### src/rtl/rob_recovery_ctrl_pkg.sv
// rob_recovery_ctrl_pkg: shared ROB recovery state encoding and sizing.
package rob_recovery_ctrl_pkg;
    localparam int ROB_DEPTH = 32;
    typedef enum logic [1:0] {
        rob_idle     = 2'b00,
        rob_rollback = 2'b01,
        rob_walk     = 2'b10
    } rob_state_t;
endpackage

### src/rtl/rob_recovery_ctrl_walk_gen.sv
// rob_recovery_ctrl_walk_gen: expands a walk cursor and remaining count into per-slot undo indices.
module rob_recovery_ctrl_walk_gen
    import rob_recovery_ctrl_pkg::*;
#(
    parameter int PTR_W      = 5,
    parameter int WALK_WIDTH = 2
) (
    input  logic [PTR_W-1:0]            i_cur,
    input  logic [PTR_W:0]              i_rem,
    output logic [WALK_WIDTH-1:0]       o_walk_valid,
    output logic [WALK_WIDTH*PTR_W-1:0] o_walk_idx,
    output logic [PTR_W:0]              o_n
);
    localparam int CW = PTR_W + 1;
    for (genvar k = 0; k < WALK_WIDTH; k++) begin : g_slot
        assign o_walk_valid[k]               = i_rem > CW'(k);
        assign o_walk_idx[k*PTR_W +: PTR_W]  = i_cur - PTR_W'(k);
    end
    assign o_n = (i_rem > CW'(WALK_WIDTH)) ? CW'(WALK_WIDTH) : i_rem;
endmodule

### src/rtl/rob_recovery_ctrl.sv
// rob_recovery_ctrl: sequences flush, rollback drain, youngest-first rename walk and tail restore after a commit redirect.
module rob_recovery_ctrl #(
    parameter int ROB_DEPTH       = rob_recovery_ctrl_pkg::ROB_DEPTH,
    parameter int WALK_WIDTH      = 2,
    parameter int ROLLBACK_CYCLES = 2,
    localparam int PTR_W          = $clog2(ROB_DEPTH)
) (
    input  logic                        i_clk,
    input  logic                        i_reset,
    input  logic                        i_commit_redirect_valid,
    input  logic [PTR_W-1:0]            i_commit_redirect_rob_idx,
    input  logic [31:0]                 i_commit_redirect_pc,
    input  logic [PTR_W-1:0]            i_rob_tail,
    input  logic                        i_rob_full,
    output logic [1:0]                  o_rob_state,
    output logic                        o_flush_valid,
    output logic [31:0]                 o_redirect_pc,
    output logic [WALK_WIDTH-1:0]       o_walk_valid,
    output logic [WALK_WIDTH*PTR_W-1:0] o_walk_idx,
    output logic                        o_rob_tail_restore_valid,
    output logic [PTR_W-1:0]            o_rob_tail_restore
);
    import rob_recovery_ctrl_pkg::*;
    localparam int CW = PTR_W + 1;
    rob_state_t                  r_state;
    logic                        r_flush, r_tr_valid;
    logic [31:0]                 r_pc;
    logic [WALK_WIDTH-1:0]       r_walk_valid, w_walk_valid;
    logic [WALK_WIDTH*PTR_W-1:0] r_walk_idx, w_walk_idx;
    logic [PTR_W-1:0]            r_idx, r_cur, r_tr, w_diff;
    logic [CW-1:0]               r_rem, r_rb, w_count, w_n;
    logic                        w_walk_turn, w_step, w_finish;
    // A full ROB with tail==idx means every other entry is younger and must be undone.
    assign w_diff      = i_rob_tail - i_commit_redirect_rob_idx - PTR_W'(1);
    assign w_count     = (i_rob_full && i_rob_tail == i_commit_redirect_rob_idx) ? CW'(ROB_DEPTH - 1) : {1'b0, w_diff};
    assign w_walk_turn = (r_state == rob_rollback && r_rb == '0) || r_state == rob_walk;
    assign w_step      = w_walk_turn && r_rem != '0;
    assign w_finish    = w_walk_turn && r_rem == '0;
    rob_recovery_ctrl_walk_gen #(.PTR_W(PTR_W), .WALK_WIDTH(WALK_WIDTH)) u_walk_gen (
        .i_cur        (r_cur),
        .i_rem        (r_rem),
        .o_walk_valid (w_walk_valid),
        .o_walk_idx   (w_walk_idx),
        .o_n          (w_n)
    );
    always_ff @(posedge i_clk) begin
        if (i_reset) begin
            r_state      <= rob_idle;
            r_flush      <= 1'b0;
            r_pc         <= '0;
            r_walk_valid <= '0;
            r_walk_idx   <= '0;
            r_tr_valid   <= 1'b0;
            r_tr         <= '0;
            r_idx        <= '0;
            r_cur        <= '0;
            r_rem        <= '0;
            r_rb         <= '0;
        end else begin
            r_flush      <= 1'b0;
            r_tr_valid   <= 1'b0;
            r_walk_valid <= '0;
            r_walk_idx   <= '0;
            if (w_step) begin
                r_state      <= rob_walk;
                r_walk_valid <= w_walk_valid;
                r_walk_idx   <= w_walk_idx;
                r_cur        <= r_cur - w_n[PTR_W-1:0];
                r_rem        <= r_rem - w_n;
            end else if (w_finish) begin
                r_state    <= rob_idle;
                r_tr_valid <= 1'b1;
                r_tr       <= r_idx + PTR_W'(1);
            end else if (r_state == rob_rollback) begin
                r_rb <= r_rb - CW'(1);
            end else if (r_state == rob_idle && i_commit_redirect_valid) begin
                r_state <= rob_rollback;
                r_flush <= 1'b1;
                r_pc    <= i_commit_redirect_pc;
                r_idx   <= i_commit_redirect_rob_idx;
                r_cur   <= i_rob_tail - PTR_W'(1);
                r_rem   <= w_count;
                r_rb    <= CW'(ROLLBACK_CYCLES - 1);
            end
        end
    end
    assign o_rob_state              = r_state;
    assign o_flush_valid            = r_flush;
    assign o_redirect_pc            = r_pc;
    assign o_walk_valid             = r_walk_valid;
    assign o_walk_idx               = r_walk_idx;
    assign o_rob_tail_restore_valid = r_tr_valid;
    assign o_rob_tail_restore       = r_tr;
endmodule

### config.mk
export PLATFORM = sky130hd
export DESIGN_NAME = rob_recovery_ctrl
export DESIGN_NICKNAME = d
export VERILOG_FILES = /design/src/rtl/rob_recovery_ctrl_pkg.sv /design/src/rtl/rob_recovery_ctrl_walk_gen.sv /design/src/rtl/rob_recovery_ctrl.sv
export SDC_FILE = /design/constraint.sdc
export NUM_CORES = 1
export LEC_CHECK = 0
export BUFFER_PORTS_ARGS = -buffer_cell sky130_fd_sc_hd__buf_4
export CAP_MARGIN = 20
export CORE_MARGIN = 4
export CORE_UTILIZATION = 40
export DETAILED_ROUTE_END_ITERATION = 8
export PLACE_DENSITY = 0.64
export RECOVER_POWER = 100
export SLEW_MARGIN = 20
export SYNTH_ARGS = -nofsm -noshare
export SYNTH_HDL_FRONTEND = slang
export SYNTH_SLANG_ARGS = --single-unit
### constraint.sdc
create_clock -name i_clk -period 3.4 [get_ports i_clk]
set_input_delay 0.34 -clock i_clk [delete_from_list [all_inputs] [get_ports i_clk]]
set_output_delay 0.34 -clock i_clk [all_outputs]
set_load 0.01 [all_outputs]
# Word-level counts from Yosys, hierarchy flattened
# Index checks and enable logic that the tools add are counted.
[word_totals]
ff_bits = 75
latch_bits = 0
mem_bits_rw = 0
mem_bits_ro = 0
inputBits = 46
output_inout_bits = 53
elab_cells = 73
mem_count = 0
[classes]
n_addsub = 8
mul = 0
div_mod_pow = 0
magnitude_cmp = 3
n_eq_ne = 6
n_shift = 0
muxes = 18
n_bitwise = 3
reduce_logical = 23
[op_table]
columns = ["op", "count"]
rows = [
  ["$mux 6", 7],
  ["$mux 5", 5],
  ["$sub 5x1->5 const B", 3],
  ["$gt 6x1->1 const B", 2],
  ["$logic_not 6->1", 2],
  ["$sub 5x5->5", 2],
  ["$mux 2", 4],
  ["$gt 6x2->1 const B", 1],
  ["$reduce_and 2->1", 3],
  ["$reduce_and 3->1", 2],
  ["$reduce_bool 6->1", 1],
  ["$sub 6x1->6 const B", 1],
  ["$sub 6x6->6", 1],
  ["$add 5x1->5 const B", 1],
  ["$eq 5x5->1", 1],
  ["$logic_and 1x1->1", 5],
  ["$ne 2x2->1 const B", 2],
  ["$reduce_and 4->1", 1],
  ["$reduce_bool 2->1", 2],
  ["$reduce_or 2->1", 2],
  ["$reduce_or 4->1", 1],
  ["$ne 3x3->1 const B", 1],
  ["$not 1->1", 3],
  ["$reduce_bool 3->1", 1],
  ["other kinds (6)", 7],
]

# Longest topological paths before layout
[logic_depth]
depth_word = 7
ltp_mapped = 11
mapped_depth_nobuf = 11

# Hierarchy
# From an unflattened synthesis, not the netlist that was laid out.
[unflattened]
hier_cells = 428
hier_area_um2 = 3622.2
[by_module_without_submodules]
columns = ["mod", "instances", "cells_per_inst", "area_each_um2", "seq_area_each_um2"]
rows = [
  ["rob_recovery_ctrl", 1, 402, 3442.1, 1501.4],
  ["rob_recovery_ctrl_walk_gen", 1, 26, 180.2, 0.0],
]

# Worst setup path before layout
# Ideal clock, no wire load.
[synth_path]
kind = "register to register"
startpoint = "register r_rem[2]"
endpoint = "register r_cur[4]"
setup_ns = 0.070
arrival_ns = 2.502
required_ns = 3.330
path_slack_ns = 0.828
stages_incl_launch_ff = 12
path_buffers = 0
synth_period_minus_slack_ns = 2.572
path_cell_list = "dfxtp_1 -> or4_4 -> nor2_1 -> and2_1 -> ha_1 -> inv_1 -> fa_1 -> a21o_1 -> a21o_1 -> nor4_1 -> a31oi_1 -> a21oi_1"
[synth_between]
elab_chain_len = 4
word_cells_on_any_way = 12
cone_classes = "add/sub (1); order compare (1); eq/ne (2); mux (2); reduce/logical (6)"
[synth_lines]
columns = ["element", "line", "rtl"]
rows = [
  ["start, declared", "rob_recovery_ctrl.sv:31", "logic [CW-1:0] r_rem, r_rb, w_count, w_n;"],
  ["start signal, assigned", "rob_recovery_ctrl.sv:69", "r_rem <= r_rem - w_n;"],
  ["start signal, assigned", "rob_recovery_ctrl.sv:82", "r_rem <= w_count;"],
  ["$gt 6x2->1 (tied with other cells)", "rob_recovery_ctrl_walk_gen.sv:19", "assign o_n = (i_rem > CW'(WALK_WIDTH)) ? CW'(WALK_WIDTH) : i_rem;"],
  ["$mux 6 (tied with other cells)", "rob_recovery_ctrl_walk_gen.sv:19", ""],
  ["$sub 5x5->5 (tied with other cells)", "rob_recovery_ctrl.sv:68", "r_cur <= r_cur - w_n[PTR_W-1:0];"],
  ["$mux 5 or $reduce_and 3->1 (tied branches)", "-", ""],
  ["end signal, assigned", "rob_recovery_ctrl.sv:68", ""],
  ["end signal, assigned", "rob_recovery_ctrl.sv:81", "r_cur <= i_rob_tail - PTR_W'(1);"],
  ["end, declared", "rob_recovery_ctrl.sv:30", "logic [PTR_W-1:0] r_idx, r_cur, r_tr, w_diff;"],
]
# Parallel ways exist; a longest one is shown, timed or not.
# A chain may end at the register's enable or synchronous reset.

# Final worst setup path
# Same ends and word-level chain as after synthesis.

==> flow_summary.toml <==
[synthesis]
netlist_area_mm2 = 0.00324
ys_ff_latch = 75
yosysWarnings = 0
synth_edf_count = 0
ys_seq_area_share_pct = 46.4
netlist.area_leader.share_pct = 46.4
yosys-top-cells-area = "dfxtp_1 46%, nand2_1 10%, a21oi_1 7.4%, ha_1 5.0%, nor2_1 3.5%"
synth.avg_cell_area_um2 = 8.48
ys_async_sr_fraction_pct = 0
synth-main-ff-cell = "dfxtp_1"
synth_common_cells = "88 x nand2_1, 75 x dfxtp_1, 48 x a21oi_1, 30 x nor2_1, 16 x clkbuf_1"
yosysMostFrequentCell = "nand2_1"
synth_top_cell_by_area = "dfxtp_1"
postSynthCellCount = 382
synth_cell_types = 47

[clock_tree]
post_cts_buffers = 0
clkLatencyLatePin_ns = 0.34
cts_buffer_depth = 2
clk_pin_slew_ns = 0.07
cts_tree = "done"
ctsHoldBuffers = 0
cts-resized-gates = 0
root_buffer = "clkbuf_8"
cts_buffers = 9
clock-sinks = 75
htreeDepth = 3

[pwr]
finalPower_mw = 2.57
ir_drop_mv = 0.321
p_leak_nw = 1.64
power_density_mw_per_mm2 = 649

[setup_path]
critPathKind = "reg2reg"
worst_r2r_endpoint = "r_cur[4]"
crit_required_ns = 3.67
critPathCaptureType = "register"
cp.arrival_ns = 3.10
crit_fanout = 7
reg2reg_slack_ns = 0.56
rr_worst_depth = 11
critPathLaunchType = "register"
r2r_start = "r_rem[2]"

[worst_hold_path]
min_from = "i_commit_redirect_pc[31]"
min_path_cells = 3
min_path_type = "in2reg"
min_to = "o_redirect_pc[31]"

[sta]
maxSlewViolCount = 16
setup_viol = 0
fin_crit_ns = 2.84
finalCritPeriodShare_pct = 83.4
finClkSkew_ns = 0.00472
max_freq_ghz = 0.353
fin_setup_tns_ns = 0
finalHoldViolCount = 0
slew_headroom_pct = -23.5
rsz0062_at_grt = "no"
layout_setup_ws_ns = 0.564
worstMarginPinSlew_ns = 1.85

[final_layout]
final_nets = 539
final_cells = 585
syn2layout_area_growth_pct = 22.6
diodes = 0
post-route-util_pct = 50.8
final_layout_size_suffix_gt1_share_pct = 13.9

[global_routing]
overflow = 0
grt_max_degree = 37
grtUsageTotal_pct = 16.4
grt_pass1_wl_um = 13000
antenna_found_initial = 0
grt_pass1_vias = 2809

[place]
dp_hpwl_um = 5600
gp_congestion = 0.830
io_buffer_count = 98
dp.cells = 569
dp_slack_ns = 0.606

[floorplan]
dieArea_mm2 = 0.00960
die_w_um = 98.0
die_h_um = 98.0
rows = 32
core-area_mm2 = 0.00781
io-pin-count = 99
start_util_pct = 41.5

[detailed_routing]
dr.pass1.iters = 5
first_iter_violations = 153
vias = 2861
drcViolationCount = 0
routedWlPerCell_um = 13.1
drtAntennaViolNets = 0
vias_per_cell = 4.89
finalWirelength_um = 7660

[outcome]
violations = "capacitance limit, slew limit"
status = "finished, violations left"

[job]
maxCapViolations = 1
## power by group
group	total, mW	internal (mW)	switching (mW)
combinational	0.873	0.364	0.509
sequential	1.13	1.02	0.113
clock	0.567	0.263	0.304
## stage by stage
step	hold slack (ns)	cell area, µm²
5_1_grt	0.221	3970
6_report	0.240	3970
2_1_floorplan	0.421	3250
3_5_place_dp	0.440	4070
3_3_place_gp	0.431	4070
4_1_cts	0.219	4230
## worst max-delay path, cell delays in order, from the launching register on
cell     delay, ns
dfxtp_1       0.36
or4_1         0.61
nor2_1        0.25
and2_0        0.21
ha_1          0.15
inv_1         0.06
fa_1          0.40
a21o_1        0.19
a21o_1        0.18
nor4_1        0.16
a31oi_1       0.06
a21oi_1       0.14
## kinds of logic (layout without fill, tap and decap cells)
logic type,after synthesis,in the layout,synth area share (%)
compound gates,78,78,15.1
buf+inv,34,133,4.17
flops,75,75,46.4
simple gates,158,158,22.1
xor+xnor,18,18,4.87
other cells,1,3,0.116
fa+ha+maj,15,15,6.26
mux,3,3,0.966
## final cells by class
type / count / area, µm²
clock buffers: 13 / 139
clock inverters: 3 / 15.0
fillers: 789 / 3840
inverters: 13 / 48.8
multi-input cells: 275 / 1570
flip-flops and latches: 75 / 1500
well taps: 102 / 128
repair buffers: 104 / 568
## flip-flops by register name (all words and copies together) (netlist names)
register	cells
r_rb	6
o_walk_idx	10
r_cur	5
r_idx	5
o_rob_state	2
o_rob_tail_restore_valid	1
o_rob_tail_restore	5
r_rem	6
o_flush_valid	1
o_walk_valid	2
o_redirect_pc	32
## per-layer routing
layer / track usage, % / part of all wire, %
met2: 26.3 / 46
met4: 4.47 / 1.1
met1: 19.7 / 44
met5: 0 / 0
met3: 8.00 / 9.0
## worst max path at each step
stage	slack, ns	start	to
final	0.56	r_rem[2]	r_cur[4]
after global routing	0.29	r_rem[2]	r_cur[4]
after CTS	0.59	r_rem[2]	r_cur[4]
after floorplan	0.83	r_rem[2]	r_cur[4]
after detailed placement	0.61	r_rem[2]	r_cur[4]
after global placement	0.73	r_rem[2]	r_cur[4]
## cells in the final DEF (no fill, tap or decap), drive strengths merged, types with 11 or more instances in the layout
cell / n
clkbuf: 70
xnor2: 11
nor2: 32
inv: 13
dfxtp: 75
ha: 13
nand2: 88
a21oi: 48
nor3: 11
buf: 47
Power figures use the tool's default switching activity.
